[src/rtl/pipeline_pkg.sv]
// Shared pipeline definitions: field widths, the decoded control bundle, hazard helper.
// Latency: n/a (types and constants only).
// Backpressure: n/a.
package pipeline_pkg;

    // Width of the decoded ALU operation field.
    localparam int ALUOP_W = 3;
    // Width of an architectural register number.
    localparam int REG_W   = 5;

    typedef logic [REG_W-1:0] reg_num_t;

    // Decoded control carried through ID/EX; an all-zero value is a bubble.
    typedef struct packed {
        logic               reg_write;
        logic               mem_read;
        logic               mem_write;
        logic               mem_to_reg;
        logic               alu_src;
        logic               reg_dst;
        logic               jmp;
        logic [ALUOP_W-1:0] alu_op;
    } ctrl_t;

    // True when a producer register is a real destination and a consumer reads it.
    // Register 0 is hard-wired to zero, so it never creates a dependency.
    function automatic logic reg_dep(input reg_num_t producer, input reg_num_t consumer);
        return (producer != '0) && (producer == consumer);
    endfunction

endpackage

[src/rtl/hazard_detect.sv]
// Load-use hazard detector: flags an ID instruction reading the register a load in EX is writing.
// Latency: purely combinational, same cycle.
// Backpressure: o_stall is forced low while the pipeline is held or in reset.
//
// Ports:
//   i_ex_mem_read  load currently in ID/EX
//   i_ex_rt        destination register of that load
//   i_id_rs/rt     source registers of the instruction in IF/ID
//   i_hold/reset   suppress the stall request
//   o_stall        hold PC and IF/ID, insert a bubble into ID/EX
module hazard_detect
    import pipeline_pkg::*;
(
    input  logic             i_ex_mem_read,
    input  logic [REG_W-1:0] i_ex_rt,
    input  logic [REG_W-1:0] i_id_rs,
    input  logic [REG_W-1:0] i_id_rt,
    input  logic             i_hold,
    input  logic             i_reset,
    output logic             o_stall
);

    logic w_dep;

    assign w_dep   = i_ex_mem_read &&
                     (reg_dep(i_ex_rt, i_id_rs) || reg_dep(i_ex_rt, i_id_rt));

    // A held pipeline cannot insert a bubble anyway; reset clears ID/EX itself.
    assign o_stall = w_dep && !i_hold && !i_reset;

endmodule

[src/rtl/id_ex_stage.sv]
// ID/EX pipeline register with load-use stall detection and a saturating bubble counter.
// Latency: 1 cycle from ID_* inputs to ID_EX_* outputs; Stall is combinational.
// Backpressure: Hold freezes every register; Flush/Stall load a bubble instead of the ID instruction.
//
// Ports:
//   clk, reset                     single clock, synchronous active-high reset
//   IF_ID_Register*, ID_*          decoded instruction entering ID/EX
//   Hold, Flush                    freeze / squash requests
//   ID_EX_*                        registered ID/EX contents
//   Stall                          load-use hazard, holds PC and IF/ID
//   BubbleCount                    saturating count of load-use bubbles
module id_ex_stage
    import pipeline_pkg::*;
#(
    parameter int DATA_W = 32,
    parameter int CNT_W  = 16
) (
    input  logic               clk,
    input  logic               reset,
    input  logic [REG_W-1:0]   IF_ID_RegisterRS,
    input  logic [REG_W-1:0]   IF_ID_RegisterRT,
    input  logic [REG_W-1:0]   IF_ID_RegisterRD,
    input  logic [DATA_W-1:0]  ID_ReadData1,
    input  logic [DATA_W-1:0]  ID_ReadData2,
    input  logic [DATA_W-1:0]  ID_SignExtImm,
    input  logic [DATA_W-1:0]  ID_PCPlus4,
    input  logic               ID_RegWrite,
    input  logic               ID_MemRead,
    input  logic               ID_MemWrite,
    input  logic               ID_MemtoReg,
    input  logic               ID_ALUSrc,
    input  logic               ID_RegDst,
    input  logic               ID_JMP,
    input  logic [ALUOP_W-1:0] ID_ALUOp,
    input  logic               Hold,
    input  logic               Flush,
    output logic [REG_W-1:0]   ID_EX_RegisterRS,
    output logic [REG_W-1:0]   ID_EX_RegisterRT,
    output logic [REG_W-1:0]   ID_EX_RegisterRD,
    output logic [DATA_W-1:0]  ID_EX_ReadData1,
    output logic [DATA_W-1:0]  ID_EX_ReadData2,
    output logic [DATA_W-1:0]  ID_EX_SignExtImm,
    output logic [DATA_W-1:0]  ID_EX_PCPlus4,
    output logic               ID_EX_RegWrite,
    output logic               ID_EX_MemRead,
    output logic               ID_EX_MemWrite,
    output logic               ID_EX_MemtoReg,
    output logic               ID_EX_ALUSrc,
    output logic               ID_EX_RegDst,
    output logic               ID_EX_JMP,
    output logic [ALUOP_W-1:0] ID_EX_ALUOp,
    output logic               Stall,
    output logic [CNT_W-1:0]   BubbleCount
);

    localparam logic [CNT_W-1:0] CNT_ONE = {{(CNT_W-1){1'b0}}, 1'b1};
    localparam logic [CNT_W-1:0] CNT_MAX = {CNT_W{1'b1}};

    ctrl_t              r_ctrl;
    logic [REG_W-1:0]   r_rs;
    logic [REG_W-1:0]   r_rt;
    logic [REG_W-1:0]   r_rd;
    logic [DATA_W-1:0]  r_rd1;
    logic [DATA_W-1:0]  r_rd2;
    logic [DATA_W-1:0]  r_imm;
    logic [DATA_W-1:0]  r_pc4;
    logic [CNT_W-1:0]   r_bubble_cnt;

    ctrl_t              w_ctrl_in;
    logic               w_stall;
    logic               w_bubble;
    logic               w_count;

    assign w_ctrl_in = {ID_RegWrite, ID_MemRead, ID_MemWrite, ID_MemtoReg,
                        ID_ALUSrc, ID_RegDst, ID_JMP, ID_ALUOp};

    hazard_detect u_hazard_detect (
        .i_ex_mem_read (r_ctrl.mem_read),
        .i_ex_rt       (r_rt),
        .i_id_rs       (IF_ID_RegisterRS),
        .i_id_rt       (IF_ID_RegisterRT),
        .i_hold        (Hold),
        .i_reset       (reset),
        .o_stall       (w_stall)
    );

    // w_stall is already low under Hold/reset, so these only matter on a live cycle.
    // A squashed (flushed) slot is not a load-use bubble even if a stall was also raised.
    assign w_bubble = Flush | w_stall;
    assign w_count  = w_stall & ~Flush;

    always_ff @(posedge clk) begin
        if (reset) begin
            r_ctrl       <= '0;
            r_rs         <= '0;
            r_rt         <= '0;
            r_rd         <= '0;
            r_rd1        <= '0;
            r_rd2        <= '0;
            r_imm        <= '0;
            r_pc4        <= '0;
            r_bubble_cnt <= '0;
        end else if (!Hold) begin
            if (w_bubble) begin
                // Bubble zeroes register numbers too so no forwarding path can match it.
                r_ctrl <= '0;
                r_rs   <= '0;
                r_rt   <= '0;
                r_rd   <= '0;
                r_rd1  <= '0;
                r_rd2  <= '0;
                r_imm  <= '0;
                r_pc4  <= '0;
            end else begin
                r_ctrl <= w_ctrl_in;
                r_rs   <= IF_ID_RegisterRS;
                r_rt   <= IF_ID_RegisterRT;
                r_rd   <= IF_ID_RegisterRD;
                r_rd1  <= ID_ReadData1;
                r_rd2  <= ID_ReadData2;
                r_imm  <= ID_SignExtImm;
                r_pc4  <= ID_PCPlus4;
            end
            if (w_count && (r_bubble_cnt != CNT_MAX)) begin
                r_bubble_cnt <= r_bubble_cnt + CNT_ONE;
            end
        end
    end

    assign ID_EX_RegisterRS = r_rs;
    assign ID_EX_RegisterRT = r_rt;
    assign ID_EX_RegisterRD = r_rd;
    assign ID_EX_ReadData1  = r_rd1;
    assign ID_EX_ReadData2  = r_rd2;
    assign ID_EX_SignExtImm = r_imm;
    assign ID_EX_PCPlus4    = r_pc4;
    assign ID_EX_RegWrite   = r_ctrl.reg_write;
    assign ID_EX_MemRead    = r_ctrl.mem_read;
    assign ID_EX_MemWrite   = r_ctrl.mem_write;
    assign ID_EX_MemtoReg   = r_ctrl.mem_to_reg;
    assign ID_EX_ALUSrc     = r_ctrl.alu_src;
    assign ID_EX_RegDst     = r_ctrl.reg_dst;
    assign ID_EX_JMP        = r_ctrl.jmp;
    assign ID_EX_ALUOp      = r_ctrl.alu_op;
    assign Stall            = w_stall;
    assign BubbleCount      = r_bubble_cnt;

endmodule

[config.mk]
export PLATFORM = sky130hd
export DESIGN_NAME = id_ex_stage
export DESIGN_NICKNAME = d
export VERILOG_FILES = /design/src/rtl/pipeline_pkg.sv /design/src/rtl/hazard_detect.sv /design/src/rtl/id_ex_stage.sv
export SDC_FILE = /design/constraint.sdc
export NUM_CORES = 1
export LEC_CHECK = 0
export CAP_MARGIN = 5
export CORE_MARGIN = 2
export CORE_UTILIZATION = 34
export DETAILED_ROUTE_END_ITERATION = 8
export MAX_ROUTING_LAYER = met4
export PLACE_DENSITY_LB_ADDON = 0.15
export REMOVE_ABC_BUFFERS = 1
export SYNTH_ARGS = -nofsm -noshare
export SYNTH_HDL_FRONTEND = slang
export SYNTH_SLANG_ARGS = --single-unit
[constraint.sdc]
create_clock -name clk -period 2.1 [get_ports clk]
set_input_delay 0.315 -clock clk [delete_from_list [all_inputs] [get_ports clk]]
set_output_delay 0.315 -clock clk [all_outputs]
set_load 0.1 [all_outputs]
# Word level (Yosys, flattened, before mapping)
# Index checks and enable logic that the tools add are counted.
# totals
out_inout_bits	170
in_bits	157
ff_bits	169
wordCells	43
# op_classes
reduce_logical	11
bitwise_logic	4
n_addsub	1
muxes	8
eq_ne	3
# op_table
op	count
$mux 32	4
$add 16x1->16 const B	1
$ne 16x16->1 const B	1
$mux 5	3
$eq 5x5->1	2
$mux 10	1
$logic_and 1x1->1	6
$reduce_bool 5->1	1
$logic_not 1->1	2
$not 1->1	2
$reduce_and 2->1	1
$and 1x1->1	1
$logic_or 1x1->1	1
$or 1x1->1	1

# Depth between registers and ports, before layout
# Gate-level depths: netlist (run 1).
# logic_depth
word_depth	9
ltp_mapped	8
ltp_nobuf	6

# By module
# From an unflattened synthesis (run 1), not the netlist that was laid out.
# hier_totals
hier_cells	634
hier_area_um2	6004.5
# modules_own_cells
mod	cells_each	seq_area_each_um2	instances	area_per_inst_um2
id_ex_stage	616	3383.2	1	5868.1
hazard_detect	18	0.0	1	136.4

# Worst setup path after synthesis (run 1)
# No wires, ideal clock.
# synth_timing
path_type	register -> output
startpoint	reg r_rt[4], in the netlist ID_EX_RegisterRT[4]
endpoint	out Stall
slack_ps	-3082
path_stages_with_launch	7
path_buffers	2
t_arrival_ps	4867
required_ps	1785
path_cell_list	dfxtp_1 xnor2_1 nand3_1 o22a_1 clkbuf_1 clkbuf_1 nor4_1
# synth_between
elab_chain_cells	6
word_cells_on_any_way	9
cone_classes	eq/ne (2); reduce/logical (7)
# synth_lines
item	line	source
start, declared	id_ex_stage.sv:61	logic [REG_W-1:0] r_rt;
start signal, assigned	id_ex_stage.sv:117	r_rt <= IF_ID_RegisterRT;
$eq 5x5->1 or $reduce_bool 5->1 (tied branches)	pipeline_pkg.sv:28	return (producer != '0) && (producer == consumer);
$logic_and 1x1->1	pipeline_pkg.sv:28	
$logic_or 1x1->1 (*)	hazard_detect.sv:26	(reg_dep(i_ex_rt, i_id_rs) || reg_dep(i_ex_rt, i_id_rt));
$logic_and 1x1->1 (*)	hazard_detect.sv:25	assign w_dep = i_ex_mem_read &&
$logic_and 1x1->1 (*) (2 in series)	hazard_detect.sv:29	assign o_stall = w_dep && !i_hold && !i_reset;
end, declared	id_ex_stage.sv:52	output logic Stall,
# Every way passes the cells marked *; elsewhere a longest branch is shown, timed or not.

# Worst setup path after layout (run 1)
# Ends and elaborated chain as after synthesis.

==> results of run 1 <==
power by group through the flow:
| stage | Clock (mW) | Sequential (mW) | Combinational (mW) |
|---|---|---|---|
| 2_1_floorplan | 0 | 4.28 | 0.200 |
| 3_3_place_gp | 0 | 3.46 | 1.62 |
| 3_5_place_dp | 0 | 3.46 | 1.63 |
| 4_1_cts | 2.95 | 3.39 | 1.75 |
| 5_1_grt | 3.08 | 3.40 | 1.81 |
| 6_report | 2.89 | 3.39 | 1.76 |
how the worst min path moves through the flow:
stage	from	depth (start not counted)	slack [ns]	to
6_report	IF_ID_RegisterRS[2]	3	0.40	ID_EX_RegisterRS[2]
5_1_grt	IF_ID_RegisterRS[2]	3	0.43	ID_EX_RegisterRS[2]
4_1_cts	ID_PCPlus4[20]	2	0.46	ID_EX_PCPlus4[20]
3_5_place_dp	ID_EX_ReadData1[13]	1	0.46	ID_EX_ReadData1[13]
3_3_place_gp	ID_EX_PCPlus4[0]	1	0.46	ID_EX_PCPlus4[0]
2_1_floorplan	reset	1	0.38	BubbleCount[10]
sequential cells by signal, indices dropped and copies added (netlist names), 3 cells and up:
| register | count |
|---|---|
| ID_EX_RegisterRD | 5 |
| ID_EX_ReadData1 | 32 |
| BubbleCount | 16 |
| ID_EX_ALUOp | 3 |
| ID_EX_ReadData2 | 32 |
| ID_EX_RegisterRT | 5 |
| ID_EX_RegisterRS | 5 |
| ID_EX_PCPlus4 | 32 |
| ID_EX_SignExtImm | 32 |
cell usage after synthesis:
| library cell | count |
|---|---|
| dfxtp_1 | 169 |
| a22o_1 | 153 |
| clkbuf_1 | 21 |
| a21oi_1 | 12 |
| nand3_1 | 11 |
| nor2_1 | 11 |
| buf_2 | 10 |
| xnor2_1 | 10 |
| or4_1 | 9 |
| buf_6 | 8 |
| nand2_1 | 8 |
| o31ai_1 | 8 |
| nand4_1 | 4 |
| mux2_2 | 3 |
| nand4b_1 | 3 |
| nor2b_1 | 3 |
| nor3_1 | 3 |
| nor4_1 | 3 |
| and3_1 | 2 |
| o41ai_1 | 2 |
| a311oi_1 | 1 |
| a31oi_1 | 1 |
| buf_4 | 1 |
| ha_1 | 1 |
| inv_1 | 1 |
| nor3b_1 | 1 |
| nor4b_1 | 1 |
| o211ai_1 | 1 |
| o21ai_0 | 1 |
| o21ai_1 | 1 |
| o22a_1 | 1 |
| o22ai_1 | 1 |
| o41a_1 | 1 |
| or2_1 | 1 |
| or3_1 | 1 |
metrics by stage:
step | util, % | setup slack [ns] | instances
final | 61.87 | -0.2745 | 1081
after global routing | 61.87 | -0.3864 | 1081
after CTS | 61.24 | -0.2412 | 1077
after detailed placement | 54.62 | -0.3880 | 1017
after global placement | 54.62 | -0.4010 | 1017
after floorplan | - | -3.776 | 428
area by class of cell:
type                       count  area share [%]
antenna                        2         0.04948
clock buffer                  20           4.416
clock inverter                12          0.9525
inverter                       1         0.03711
multi-input combinational    258           21.60
sequential                   169           33.55
tap                          220           2.721
timing repair buffer         399           36.68
critical path, stage by stage, from the launching register on:
cell	delay [ns]
dfxtp_2	0.35
xnor2_1	0.22
nand3_2	0.14
o22a_2	0.27
buf_8	0.13
nor4_4	0.20
buf_4	0.16
buf_12	0.16
cell usage in the layout (no fill, tap or decap), drive strengths merged, types with 2 or more instances in the layout:
cell	instances
nand4b	3
nor2b	3
clkinv	8
clkdlybuf4s50	155
o41ai	2
clkbuf	20
nor3	3
nand3	11
diode	2
nand2	8
a21oi	12
and3	2
buf	239
mux2	3
o21ai	2
nand4	4
o31ai	8
dfxtp	169
a22o	153
clkinvlp	2
xnor2	10
nor4	3
nor2	11
or4	9
bufbuf	4
inv	3
logic make-up after synthesis:
| logic type | synth area share, % |
|---|---|
| buf+inv | 4.095 |
| simple gates | 6.030 |
| flops | 60.17 |
| mux | 0.6008 |
| compound gates | 27.33 |
| xor+xnor | 1.558 |
| fa+ha+maj | 0.2225 |
what timing repair did:
item | CTS | global route
pin swaps | 31 | 65
gates resized for setup | 30 | 18
endpoints found under the setup margin | 80 | 164
buffers inserted | 23 | 6
gates cloned | 8 | 0
per-layer routing:
layer | global-route usage, % | share of wire [%] | vias up | wire length, um
met5 | - | 0 | - | 0
met4 | 11.05 | 3.2 | 0 | 678
met3 | 7.241 | 6.3 | 39 | 1323
met2 | 40.39 | 51 | 223 | 10740
met1 | 27.07 | 39 | 2634 | 8314
li1 | - | - | 2581 | -
==> impl_metrics.py, run 1 <==
metrics = {
    "cts": {
        "insertion_delay_ns": 0.43,
        "clk_pin_slew_ns": 0.06,
        "ctsHoldBuffers": 0,
        "cts_tree": "done",
        "clock_path_buffers": 2,
        "cts_root_buf": "clkbuf_16",
        "cts_sinks": 169,
        "cts_inserted_buffers": 17,
        "h-tree-depth": 4,
    },
    "layout": {
        "drive_gt1_share_pct": 35.16,
        "area_delta_synth_final_pct": 79.88,
        "design_area_um2": 10110,
        "fill_cells": 1333,
        "nNetsFinal": 1004,
        "regArea_um2": 3393,
        "multi_input_area_um2": 2185,
    },
    "critical_path": {
        "critPathMaxFanout": 4,
        "start_kind": "flop",
        "r2r-start": "ID_EX_RegisterRT[4]",
        "r2r_end": "ID_EX_ReadData2[24]",
        "cp-startpoint": "ID_EX_RegisterRT[4]",
        "worstPathArrival_ns": 2.06,
        "r2r_slack_ns": -0.17,
        "endpoint": "Stall",
        "cp.required_ns": 1.78,
        "critPathKind": "flop to primary output",
        "end_kind": "primary output",
        "ff2ff_path_depth": 8,
    },
    "grt": {
        "grt_first_pass_wirelength_um": 32170,
        "grt_antenna_before_repair": 2,
        "overflow": 0,
        "grt_pass1_vias": 5746,
        "grt_max_degree": 43,
        "grt_util_all_layers_pct": 24.36,
    },
    "timing": {
        "fin_skew_ns": 0.01293,
        "slew_violations": 0,
        "final.setup.worst_slack_ns": -0.2745,
        "setup_viol": 155,
        "hold_violations": 0,
        "fin_tns_setup_ns": -14.82,
        "post-route-period-util_pct": 113.1,
        "timing.fmax_mhz": 421.1,
        "fin_crit_ns": 2.374,
        "rsz0062_at_grt": "true",
        "holdWs_ns": 0.3989,
        "slew_headroom_pct": 75.33,
        "tightest_slew_ns": 0.3687,
    },
    "synthesis": {
        "netlist_area_um2": 5623,
        "synth_top_cell_by_area": "dfxtp_1",
        "seq_area_frac_synth_pct": 60.17,
        "yosysUniqueCellTypes": 35,
        "ys_warn_count": 0,
        "synthCells": 468,
        "ys_seq_elements": 169,
        "avgSynthCellArea_um2": 12.01,
        "synth_area_leaders": "dfxtp_1, a22o_1, buf_6, xnor2_1, clkbuf_1",
        "yosysTopAreaCellShare_pct": 60.17,
    },
    "die": {
        "start_util_pct": 34.39,
        "rows": 47,
        "dieArea_um2": 17580,
        "core_area_um2": 16350,
        "die_h_um": 132.6,
        "die_w_um": 132.6,
        "ios": 327,
    },
    "status": {
        "status": "complete, but fails checks",
        "violations": "setup timing",
    },
    "power": {
        "p_int_mw": 5.509,
        "p_sw_mw": 2.533,
        "total_power_mw": 8.042,
        "ir_worst_vdd_v": 0.0005635,
        "p_leak_nw": 4.334,
        "power_frac_comb_pct": 21.9,
        "swShare_pct": 31.50,
        "pwr-share-seq_pct": 42.2,
        "powerDensity_nw_per_um2": 795.0,
        "power_frac_clock_pct": 35.9,
    },
    "drt": {
        "drt-total-wl_um": 21050,
        "vias_per_cell": 5.067,
        "drtIter0Drc": 344,
        "num_vias": 5477,
        "drt-wirelength-per-cell_um": 19.47,
        "drt_drc_violations_left": 0,
        "drtPass1Iterations": 7,
        "final_antenna_net_count": 0,
    },
    "min_path": {
        "hp-class": "primary input to flop",
    },
    "placement": {
        "hpwl_um": 14080,
        "port-buffer-count": 326,
        "routabilityCongestion": 0.8392,
        "place_area_um2": 8929,
    },
    "job": {
        "maxCapViolations": 0,
    },
}
Note: power is estimated with default switching activity, not from simulation.
==> inputs of run 2 (changes only) <==
- TNS_END_PERCENT: not set -> 50
==> run 2 against run 1 <==
Effect of this change:
- the flow still finishes with violations (setup timing)
- critical path type unchanged
- global-route usage hardly changed
- setup slack got worse by 0.0024 ns
- wire length is 0.18% higher
- highest routed layer unchanged
- die area unchanged
==> impl_metrics.py, run 2 (same netlist as run 1, synthesis figures left out) <==
metrics = {
    "job": {
        "maxCapViolations": 0,
    },
    "layout": {
        "layout.cells.non_filler": 1080,
        "fill_cells": 1330,
        "drive_gt1_share_pct": 35.08,
        "nNetsFinal": 1003,
        "layout_common_cells": "buf_4, dfxtp_1, clkdlybuf4s50_1",
        "layout_commonest_cell": "buf_4",
        "design_area_um2": 10110,
        "area_delta_synth_final_pct": 79.88,
    },
    "grt": {
        "overflow": 0,
        "met1_usage_pct": 27.03,
        "grt_util_all_layers_pct": 24.37,
        "grt_max_degree": 43,
        "grt.met3_usage_pct": 7.280,
        "met2_usage_pct": 40.41,
        "grt_first_pass_wirelength_um": 32200,
        "grt_pass1_vias": 5746,
        "grt_antenna_before_repair": 2,
        "grt_busiest_layer": "met2",
    },
    "placement": {
        "place_area_um2": 8929,
        "port-buffer-count": 326,
        "dp.cells": 1017,
        "hpwl_um": 14080,
        "routabilityCongestion": 0.8392,
        "pre_cts_ws_ns": -0.3880,
    },
    "drt": {
        "drt-wirelength-per-cell_um": 19.53,
        "num_vias": 5497,
        "final_antenna_net_count": 0,
        "drt_drc_violations_left": 0,
        "drtIter0Drc": 364,
        "vias_per_cell": 5.090,
        "drt-total-wl_um": 21090,
        "drtPass1Iterations": 4,
    },
    "die": {
        "start_util_pct": 34.39,
        "rows": 47,
        "core_area_um2": 16350,
        "ios": 327,
        "dieArea_um2": 17580,
        "die_h_um": 132.6,
        "die_w_um": 132.6,
    },
    "critical_path": {
        "cp_slowest_cell": "dfxtp_2",
        "cp.required_ns": 1.78,
        "end_kind": "primary output",
        "slowest_delay_ns": 0.35,
        "critPathKind": "flop to primary output",
        "cp_top_family": "buffers and inverters",
        "crit_chain": "xnor2_1 > nand3_2 > o22a_2 > buf_8 > nor4_4 > buf_4 > buf_12",
        "start_kind": "flop",
        "worst-path-buf-inv": 3,
        "worstPathArrival_ns": 2.06,
        "critPathMaxFanout": 4,
    },
    "status": {
        "violations": "setup timing",
        "status": "complete, but fails checks",
    },
    "timing": {
        "hold_violations": 0,
        "final.setup.worst_slack_ns": -0.2769,
        "rsz0062_at_grt": "true",
        "post-route-period-util_pct": 113.2,
        "setup_viol": 155,
        "slew_violations": 0,
        "timing.fmax_mhz": 420.7,
        "fin_tns_setup_ns": -16.53,
        "fin_skew_ns": 0.01337,
        "holdWs_ns": 0.3935,
        "tightest_slew_ns": 0.3853,
        "slew_headroom_pct": 74.22,
        "fin_crit_ns": 2.377,
    },
    "power": {
        "ir_worst_vdd_v": 0.0005656,
        "powerDensity_nw_per_um2": 795.2,
        "p_leak_nw": 4.334,
    },
    "cts": {
        "cts_root_buf": "clkbuf_16",
        "h-tree-depth": 4,
        "clk_pin_slew_ns": 0.06,
        "insertion_delay_ns": 0.43,
        "cts_sinks": 169,
        "cts_tree": "done",
        "clock_path_buffers": 2,
        "cts_inserted_buffers": 17,
    },
    "min_path": {
        "hp-class": "primary input to flop",
    },
}
run 2: changes by cell type in the layout (fill, tap and decap cells not counted):
cell   delta
buf_6     +2
buf_4     -3
run 2: repair_timing:
| item | 4_1_cts | 5_1_grt |
|---|---|---|
| setup endpoints to repair | 80 | 164 |
| pin swaps | 36 | 17 |
| gates resized for setup | 30 | 20 |
| hold buffers | 0 | 0 |
| buffers inserted | 23 | 5 |
| hold endpoints to repair | 0 | 0 |
| cloned | 8 | 0 |
run 2: worst reg2reg max path: stages (launching register included):
cell and delay, ns:
dfxtp_2 0.35, xnor2_1 0.22, nand3_2 0.14, o22a_2 0.27, buf_6 0.12, o41a_4 0.47, bufbuf_16 0.35, a22o_1 0.24
run 2: metrics by stage:
stage / total power [mW] / utilization [%]
after detailed placement: 5.090 / 54.62
final: 8.043 / 61.87
after CTS: 8.095 / 61.24
after floorplan: 4.483 / -
after global routing: 8.302 / 61.87
after global placement: 5.076 / 54.62
run 2: metal layers:
layer / vias to the layer above / wire length [um]
met2: 231 / 10770
met4: 0 / 641
met3: 39 / 1432
met5: - / 0
met1: 2646 / 8245
li1: 2581 / -
run 2: cell type report:
class / count / area [um^2] / area share, %
multi-input combinational: 258 / 2185 / 21.60
inverter: 1 / 3.754 / 0.03711
clock inverter: 12 / 96.34 / 0.9525
sequential: 169 / 3393 / 33.55
timing repair buffer: 398 / 3710 / 36.68
tap: 220 / 275.3 / 2.721
clock buffer: 20 / 446.7 / 4.416
antenna: 2 / 5.005 / 0.04948
run 2: worst paths after layout:
check / startpoint / endpoint / slack [ns] / depth (start not counted)
setup reg to reg: ID_EX_RegisterRT[4] / ID_EX_ReadData1[12] / -0.17 / 7
hold reg to reg: ID_EX_SignExtImm[9] / ID_EX_SignExtImm[9] / 0.47 / 1
setup / recovery: ID_EX_RegisterRT[4] / Stall / -0.28 / 7
hold / removal: IF_ID_RegisterRS[2] / ID_EX_RegisterRS[2] / 0.39 / 3
run 2: power breakdown:
part | switching, mW | internal, mW
Clock | 1.33 | 1.56
Sequential | 0.0735 | 3.32
Combinational | 1.13 | 0.629
Total | 2.53 | 5.51
==> inputs of run 3 (changes only) <==
- CTS_CLUSTER_SIZE: not set -> 40
==> results of run 3 <==
The final DEF is identical to that of run 2; final timing and power are the same.
